## src/rtl/pnr_sysbus_master.sv

```systemverilog
// System-bus initiator: one command at a time over valid/ready, one strobe, one response.
// Optional readback verify of writes is enabled with `define PNR_SYSBUS_RDBACK_VERIFY_EN.
module pnr_sysbus_master #(
  parameter int unsigned TIMEOUT_CYC = 255,
  parameter logic [31:0] VERIFY_MASK = 32'h0000_3FFF
) (
  input  logic        clk_i,
  input  logic        rst_i,
  input  logic        cmd_valid_i,
  output logic        cmd_ready_o,
  input  logic        cmd_we_i,
  input  logic [31:0] cmd_addr_i,
  input  logic [31:0] cmd_wdata_i,
  output logic        rsp_valid_o,
  input  logic        rsp_ready_i,
  output logic [31:0] rsp_rdata_o,
  output logic        rsp_err_o,
  output logic        rsp_timeout_o,
  output logic        rsp_mismatch_o,
  output logic        busy_o,
  output logic [31:0] sys_addr_o,
  output logic [31:0] sys_wdata_o,
  output logic        sys_wen_o,
  output logic        sys_ren_o,
  input  logic [31:0] sys_rdata_i,
  input  logic        sys_err_i,
  input  logic        sys_ack_i
);

  localparam int unsigned CntW = $clog2(TIMEOUT_CYC + 1);
  localparam logic [CntW-1:0] CntMax = CntW'(TIMEOUT_CYC);
  localparam logic [CntW-1:0] CntOne = CntW'(1);

  typedef enum logic [2:0] {
    StIdle, StStrobe, StWait, StResp, StVStrobe, StVWait
  } state_e;

  state_e          state_q, state_d;
  logic [CntW-1:0] cnt_q, cnt_d;
  logic            we_q, we_d;
  logic [31:0]     addr_q, addr_d;
  logic [31:0]     wdata_q, wdata_d;
  logic            ready_q, ready_d;
  logic            rsp_valid_q, rsp_valid_d;
  logic [31:0]     rsp_rdata_q, rsp_rdata_d;
  logic            rsp_err_q, rsp_err_d;
  logic            rsp_timeout_q, rsp_timeout_d;
  logic            rsp_mismatch_q, rsp_mismatch_d;

  always_ff @(posedge clk_i or posedge rst_i) begin
    if (rst_i) begin
      state_q        <= StIdle;
      cnt_q          <= '0;
      we_q           <= 1'b0;
      addr_q         <= '0;
      wdata_q        <= '0;
      ready_q        <= 1'b0;
      rsp_valid_q    <= 1'b0;
      rsp_rdata_q    <= '0;
      rsp_err_q      <= 1'b0;
      rsp_timeout_q  <= 1'b0;
      rsp_mismatch_q <= 1'b0;
    end else begin
      state_q        <= state_d;
      cnt_q          <= cnt_d;
      we_q           <= we_d;
      addr_q         <= addr_d;
      wdata_q        <= wdata_d;
      ready_q        <= ready_d;
      rsp_valid_q    <= rsp_valid_d;
      rsp_rdata_q    <= rsp_rdata_d;
      rsp_err_q      <= rsp_err_d;
      rsp_timeout_q  <= rsp_timeout_d;
      rsp_mismatch_q <= rsp_mismatch_d;
    end
  end

  always_comb begin
    state_d        = state_q;
    cnt_d          = cnt_q;
    we_d           = we_q;
    addr_d         = addr_q;
    wdata_d        = wdata_q;
    rsp_valid_d    = rsp_valid_q;
    rsp_rdata_d    = rsp_rdata_q;
    rsp_err_d      = rsp_err_q;
    rsp_timeout_d  = rsp_timeout_q;
    rsp_mismatch_d = rsp_mismatch_q;

    unique case (state_q)
      StIdle: begin
        if (cmd_valid_i && ready_q) begin
          we_d    = cmd_we_i;
          addr_d  = cmd_addr_i;
          wdata_d = cmd_wdata_i;
          state_d = StStrobe;
        end
      end
      StStrobe: begin
        // Counter holds the number of the current WAIT cycle (1-based).
        cnt_d   = CntOne;
        state_d = StWait;
      end
      StWait: begin
        if (sys_ack_i) begin
`ifdef PNR_SYSBUS_RDBACK_VERIFY_EN
          if (we_q && !sys_err_i) begin
            state_d = StVStrobe;
          end else begin
            state_d        = StResp;
            rsp_valid_d    = 1'b1;
            rsp_rdata_d    = we_q ? 32'h0 : sys_rdata_i;
            rsp_err_d      = sys_err_i;
            rsp_timeout_d  = 1'b0;
            rsp_mismatch_d = 1'b0;
          end
`else
          state_d        = StResp;
          rsp_valid_d    = 1'b1;
          rsp_rdata_d    = we_q ? 32'h0 : sys_rdata_i;
          rsp_err_d      = sys_err_i;
          rsp_timeout_d  = 1'b0;
          rsp_mismatch_d = 1'b0;
`endif
        end else if (cnt_q == CntMax) begin
          state_d        = StResp;
          rsp_valid_d    = 1'b1;
          rsp_rdata_d    = 32'h0;
          rsp_err_d      = 1'b0;
          rsp_timeout_d  = 1'b1;
          rsp_mismatch_d = 1'b0;
        end else begin
          cnt_d = cnt_q + CntOne;
        end
      end
`ifdef PNR_SYSBUS_RDBACK_VERIFY_EN
      StVStrobe: begin
        cnt_d   = CntOne;
        state_d = StVWait;
      end
      StVWait: begin
        if (sys_ack_i) begin
          state_d        = StResp;
          rsp_valid_d    = 1'b1;
          rsp_rdata_d    = sys_rdata_i;
          rsp_err_d      = sys_err_i;
          rsp_timeout_d  = 1'b0;
          rsp_mismatch_d = |((sys_rdata_i ^ wdata_q) & VERIFY_MASK);
        end else if (cnt_q == CntMax) begin
          state_d        = StResp;
          rsp_valid_d    = 1'b1;
          rsp_rdata_d    = 32'h0;
          rsp_err_d      = 1'b0;
          rsp_timeout_d  = 1'b1;
          rsp_mismatch_d = 1'b0;
        end else begin
          cnt_d = cnt_q + CntOne;
        end
      end
`endif
      StResp: begin
        if (rsp_ready_i) begin
          rsp_valid_d = 1'b0;
          state_d     = StIdle;
        end
      end
      default: state_d = StIdle;
    endcase

    // Registered so cmd_ready_o stays low while reset is asserted.
    ready_d = (state_d == StIdle);
  end

  assign cmd_ready_o   = ready_q;
  assign busy_o        = (state_q != StIdle);
  assign rsp_valid_o   = rsp_valid_q;
  assign rsp_rdata_o   = rsp_rdata_q;
  assign rsp_err_o     = rsp_err_q;
  assign rsp_timeout_o = rsp_timeout_q;
  assign sys_addr_o    = addr_q;
  assign sys_wdata_o   = wdata_q;
  // Strobes decode straight from state so an async reset drops them at once.
  assign sys_wen_o     = (state_q == StStrobe) && we_q;
  assign sys_ren_o     = ((state_q == StStrobe) && !we_q) || (state_q == StVStrobe);

`ifdef PNR_SYSBUS_RDBACK_VERIFY_EN
  assign rsp_mismatch_o = rsp_mismatch_q;
`else
  logic unused_verify;
  assign unused_verify  = rsp_mismatch_q ^ (^VERIFY_MASK);
  assign rsp_mismatch_o = 1'b0;
`endif

endmodule

```

## config.mk

```make
export PLATFORM = sky130hd
export DESIGN_NAME = pnr_sysbus_master
export DESIGN_NICKNAME = d
export VERILOG_FILES = /design/src/rtl/pnr_sysbus_master.sv
export SDC_FILE = /design/constraint.sdc
export NUM_CORES = 1
export LEC_CHECK = 0
export CORE_MARGIN = 2
export CORE_UTILIZATION = 37
export CTS_BUF_LIST = sky130_fd_sc_hd__clkbuf_16
export DETAILED_ROUTE_END_ITERATION = 16
export PLACE_DENSITY = 0.76
export SLEW_MARGIN = 20
export SYNTH_ARGS = -nofsm -noshare
export SYNTH_HDL_FRONTEND = slang
export SYNTH_SLANG_ARGS = --single-unit
```

## constraint.sdc

```tcl
create_clock -name clk_i -period 4 [get_ports clk_i]
set_clock_uncertainty 0.05 [all_clocks]
set_input_delay 0.8 -clock clk_i [delete_from_list [all_inputs] [get_ports clk_i]]
set_output_delay 0.8 -clock clk_i [all_outputs]
set_load 0.02 [all_outputs]
```

==> flow_results.xml <==
<?xml version="1.0" encoding="UTF-8"?>
<metrics>
  <group name="outcome">
    <metric name="run_status" unit="">finished clean</metric>
  </group>
  <group name="cts">
    <metric name="tritoncts" unit="">done</metric>
    <metric name="max-clock-path-buffers" unit="">2</metric>
    <metric name="cell_at_the_root_of_the_clock_tree" unit="">sky130_fd_sc_hd__clkbuf_16</metric>
    <metric name="post-cts-setup-buffer-count" unit="">0</metric>
    <metric name="ctsHoldBuffers" unit="">0</metric>
    <metric name="clkTransAtPathRegs" unit="ns">0.06</metric>
    <metric name="cts_inserted_buffers" unit="">9</metric>
    <metric name="clock-sinks" unit="">112</metric>
    <metric name="ctsHtreeMaxLevel" unit="">3</metric>
    <metric name="post_cts_sizing_count" unit="">0</metric>
    <metric name="clock_latency" unit="ns">0.34</metric>
  </group>
  <group name="sta">
    <metric name="post-route-period-util" unit="%">81.1</metric>
    <metric name="fin_ws" unit="ns">0.757</metric>
    <metric name="finalWorstPathRequiredPeriod" unit="ns">3.24</metric>
    <metric name="worstMarginPinSlew" unit="ns">0.686</metric>
    <metric name="rsz_0062_raised_after_global_routing" unit="">false</metric>
    <metric name="fin_worst_hold_slack" unit="ns">0.438</metric>
    <metric name="clock.fmax" unit="GHz">0.308</metric>
    <metric name="setup-violations-final" unit="">0</metric>
    <metric name="number_of_pins_exceeding_their_max_slew_limit_in_the_final_report" unit="">0</metric>
    <metric name="slew_headroom" unit="%">54.3</metric>
    <metric name="timing.setup.tns" unit="ns">0</metric>
    <metric name="finalHoldViolations" unit="">0</metric>
  </group>
  <group name="critical_path">
    <metric name="crit_path_max_fanout" unit="">10</metric>
    <metric name="path_class" unit="">reg -&gt; out</metric>
    <metric name="worstSetupEndpointType" unit="">primary output</metric>
    <metric name="timing.reg2reg.setup_slack" unit="ns">1.82</metric>
    <metric name="reg2regPathDepth" unit="">4</metric>
    <metric name="worst_r2r_endpoint" unit="">sys_addr_o[15]</metric>
    <metric name="crit_path_start_kind" unit="">flop</metric>
    <metric name="worstPathRequired" unit="ns">3.15</metric>
    <metric name="critical_path.reg2reg.startpoint" unit="">state_q[0]</metric>
    <metric name="signal_arrival_time_at_the_worst_endpoint" unit="ns">2.39</metric>
  </group>
  <group name="hold_path">
    <metric name="whs_path_depth" unit="">1</metric>
    <metric name="hold_path.class" unit="">reg -&gt; reg</metric>
    <metric name="worstHoldStart" unit="">sys_wdata_o[3]</metric>
    <metric name="min_delay_worst_endpoint" unit="">sys_wdata_o[3]</metric>
  </group>
  <group name="placement">
    <metric name="place_congestion" unit="">0.713</metric>
    <metric name="placed_cells" unit="">632</metric>
    <metric name="dp_worst_setup_slack" unit="ns">1.10</metric>
    <metric name="place.port_buffers" unit="">205</metric>
    <metric name="dp_wirelength" unit="mm">7.72</metric>
  </group>
  <group name="flow_run">
    <metric name="drv_cap" unit="">0</metric>
  </group>
  <group name="synthesis">
    <metric name="synth_warnings" unit="">0</metric>
    <metric name="yosys.cell_types.count" unit="">42</metric>
    <metric name="syn-instance-count" unit="">292</metric>
    <metric name="seq_area_frac_synth" unit="%">61.9</metric>
    <metric name="avgSynthCellArea" unit="µm²">15.5</metric>
    <metric name="yosys_register_bits" unit="">112</metric>
    <metric name="synth_area" unit="µm²">4530</metric>
  </group>
  <group name="floorplan">
    <metric name="die-area" unit="µm²">13100</metric>
    <metric name="floorplan.initialDensity" unit="%">37.9</metric>
    <metric name="die_h" unit="µm">115</metric>
    <metric name="placementRows" unit="">40</metric>
    <metric name="top_level_ports" unit="">207</metric>
    <metric name="die_width" unit="µm">115</metric>
    <metric name="core" unit="µm²">12000</metric>
  </group>
  <group name="final_layout">
    <metric name="layout.cells.most_common_list" unit="">sky130_fd_sc_hd__clkdlybuf4s50_1, sky130_fd_sc_hd__dfrtp_1, sky130_fd_sc_hd__a22o_1</metric>
    <metric name="fin_cells" unit="">648</metric>
    <metric name="synthToLayoutAreaGrowth" unit="%">53.6</metric>
    <metric name="post_route_cells_drive_above_1_share" unit="%">16.8</metric>
    <metric name="leading_cell_type_in_the_layout_fill_and_taps_excluded" unit="">sky130_fd_sc_hd__clkdlybuf4s50_1</metric>
    <metric name="final_net_count" unit="">600</metric>
    <metric name="antenna_cells" unit="">0</metric>
  </group>
  <group name="drt">
    <metric name="drt_pass1_iterations" unit="">4</metric>
    <metric name="wire_per_inst" unit="µm">16.7</metric>
    <metric name="violation_count_after_the_first_detailed_route_iteration" unit="">165</metric>
    <metric name="routed_via_density" unit="">4.86</metric>
    <metric name="drc" unit="">0</metric>
    <metric name="ant_nets" unit="">0</metric>
    <metric name="vias" unit="">3151</metric>
    <metric name="postRouteWirelength" unit="mm">10.8</metric>
  </group>
  <group name="global_route">
    <metric name="grt_max_degree" unit="">61</metric>
    <metric name="grt_usage" unit="%">16.1</metric>
    <metric name="initial_antenna_violation_count" unit="">0</metric>
    <metric name="grt_first_pass_wirelength" unit="mm">16.5</metric>
    <metric name="first_global_vias" unit="">3278</metric>
    <metric name="globalRoute.totalOverflow" unit="">0</metric>
  </group>
  <group name="power_and_ir_drop">
    <metric name="power.density_cell_area" unit="nW/µm²">739</metric>
    <metric name="ir_worst_vdd" unit="µV">302</metric>
    <metric name="p_leak" unit="nW">2.94</metric>
  </group>
</metrics>
-- cell usage after synthesis --
library cell / number / area [µm²]
sky130_fd_sc_hd__mux2_4: 30 / 450
sky130_fd_sc_hd__o311ai_0: 2 / 17.5
sky130_fd_sc_hd__nor3_2: 1 / 10.0
sky130_fd_sc_hd__nor4b_4: 1 / 23.8
sky130_fd_sc_hd__or2_2: 1 / 6.26
sky130_fd_sc_hd__or3b_1: 1 / 8.76
sky130_fd_sc_hd__o211ai_1: 2 / 15.0
sky130_fd_sc_hd__nor4_1: 1 / 6.26
sky130_fd_sc_hd__o211a_1: 1 / 10.0
sky130_fd_sc_hd__buf_8: 1 / 15.0
sky130_fd_sc_hd__nand2_1: 7 / 26.3
sky130_fd_sc_hd__xor2_1: 1 / 8.76
sky130_fd_sc_hd__buf_4: 4 / 30.0
sky130_fd_sc_hd__nand2b_4: 1 / 13.8
sky130_fd_sc_hd__nand3_1: 1 / 5.00
sky130_fd_sc_hd__ha_1: 1 / 12.5
sky130_fd_sc_hd__nor2_4: 1 / 11.3
sky130_fd_sc_hd__buf_2: 6 / 30.0
sky130_fd_sc_hd__a21oi_1: 6 / 30.0
sky130_fd_sc_hd__nor4_2: 1 / 12.5
sky130_fd_sc_hd__mux2_2: 29 / 327
sky130_fd_sc_hd__nor2b_1: 4 / 25.0
sky130_fd_sc_hd__a31oi_1: 1 / 6.26
sky130_fd_sc_hd__o21ai_2: 1 / 8.76
sky130_fd_sc_hd__buf_6: 2 / 22.5
sky130_fd_sc_hd__dfrtp_1: 112 / 2800
sky130_fd_sc_hd__a22o_1: 32 / 280
sky130_fd_sc_hd__conb_1: 1 / 3.75
sky130_fd_sc_hd__clkbuf_1: 1 / 3.75
sky130_fd_sc_hd__inv_1: 6 / 22.5
sky130_fd_sc_hd__or3_4: 1 / 11.3
sky130_fd_sc_hd__o21ai_0: 1 / 5.00
sky130_fd_sc_hd__nor3_1: 3 / 15.0
sky130_fd_sc_hd__and3_1: 1 / 6.26
sky130_fd_sc_hd__nor2_1: 9 / 33.8
sky130_fd_sc_hd__a32o_1: 1 / 10.0
sky130_fd_sc_hd__mux2i_1: 2 / 20.0
sky130_fd_sc_hd__mux2_1: 9 / 101
sky130_fd_sc_hd__and2_1: 1 / 6.26
sky130_fd_sc_hd__buf_12: 3 / 60.1
sky130_fd_sc_hd__a211oi_1: 1 / 7.51
sky130_fd_sc_hd__nand4_1: 1 / 6.26
-- worst max path at each step --
stage | depth (start not counted) | endpoint | startpoint
after floorplan | 1 | cmd_ready_o | rst_i
after global placement | 4 | sys_wen_o | state_q[0]
after detailed placement | 4 | sys_wen_o | state_q[0]
after CTS | 4 | sys_wen_o | state_q[0]
after global routing | 4 | sys_wen_o | state_q[0]
final | 4 | sys_wen_o | state_q[0]
-- state kept, by name, summed over array words and instances (netlist names) --
name,cells
cnt_q,8
rsp_err_o,1
rsp_valid_o,1
rsp_timeout_o,1
we_q,1
sys_addr_o,32
state_q,3
rsp_rdata_o,32
cmd_ready_o,1
sys_wdata_o,32
-- final cells by class --
class	instances	area [µm²]
Clock buffer	9	225
Clock inverter	7	55.1
Fill cell	982	5010
Inverter	6	25.0
Multi-Input combinational cell	158	1550
Sequential cell	112	2800
Tap cell	147	184
Timing Repair Buffer	209	2110
-- routing by layer --
metal | vias up | wire [µm] | global-route usage (%)
met1 | 1558 | 4660 | 20.5
li1 | 1454 | - | -
met2 | 123 | 5290 | 27.0
met5 | - | 0 | 0
met3 | 16 | 618 | 3.34
met4 | 0 | 222 | 6.34
-- logic make-up (layout without fill, tap and decap cells) --
family / Yosys count / in the layout / synth area share [%]
xor gates and xnor gates: 1 / 1 / 0.193
DFF: 112 / 112 / 61.9
and+or+nand+nor: 36 / 36 / 5.03
adders and majority gates: 1 / 1 / 0.276
buffers and inverters: 23 / 231 / 4.06
other: 1 / 2 / 0.0828
muxes: 70 / 70 / 19.8
AOI/OAI and AO/OA: 48 / 48 / 8.62
-- critical path: stages (launching register included) --
cell and delay, ns:
sky130_fd_sc_hd__dfrtp_1 0.57, sky130_fd_sc_hd__inv_1 0.15, sky130_fd_sc_hd__nor3_2 0.52, sky130_fd_sc_hd__and2_1 0.21, sky130_fd_sc_hd__clkdlybuf4s50_1 0.61
-- report_power, final --
part	switching, W	total (W)	internal (W)
Sequential	0.000284	0.00190	0.00162
Combinational	0.00106	0.00238	0.00133
Clock	0.000382	0.000857	0.000475
Total	0.00172	0.00514	0.00342
-- per-stage QoR --
stage / instance area [µm²] / utilization [%] / total power, W
6_report: 6950 / 58.1 / 0.00514
5_1_grt: 6950 / 58.1 / 0.00538
4_1_cts: 6950 / 58.1 / 0.00520
3_5_place_dp: 6670 / 55.8 / 0.00431
3_3_place_gp: 6670 / 55.8 / 0.00426
2_1_floorplan: 4530 / - / 0.00311
(Power assumes the default switching activity.)
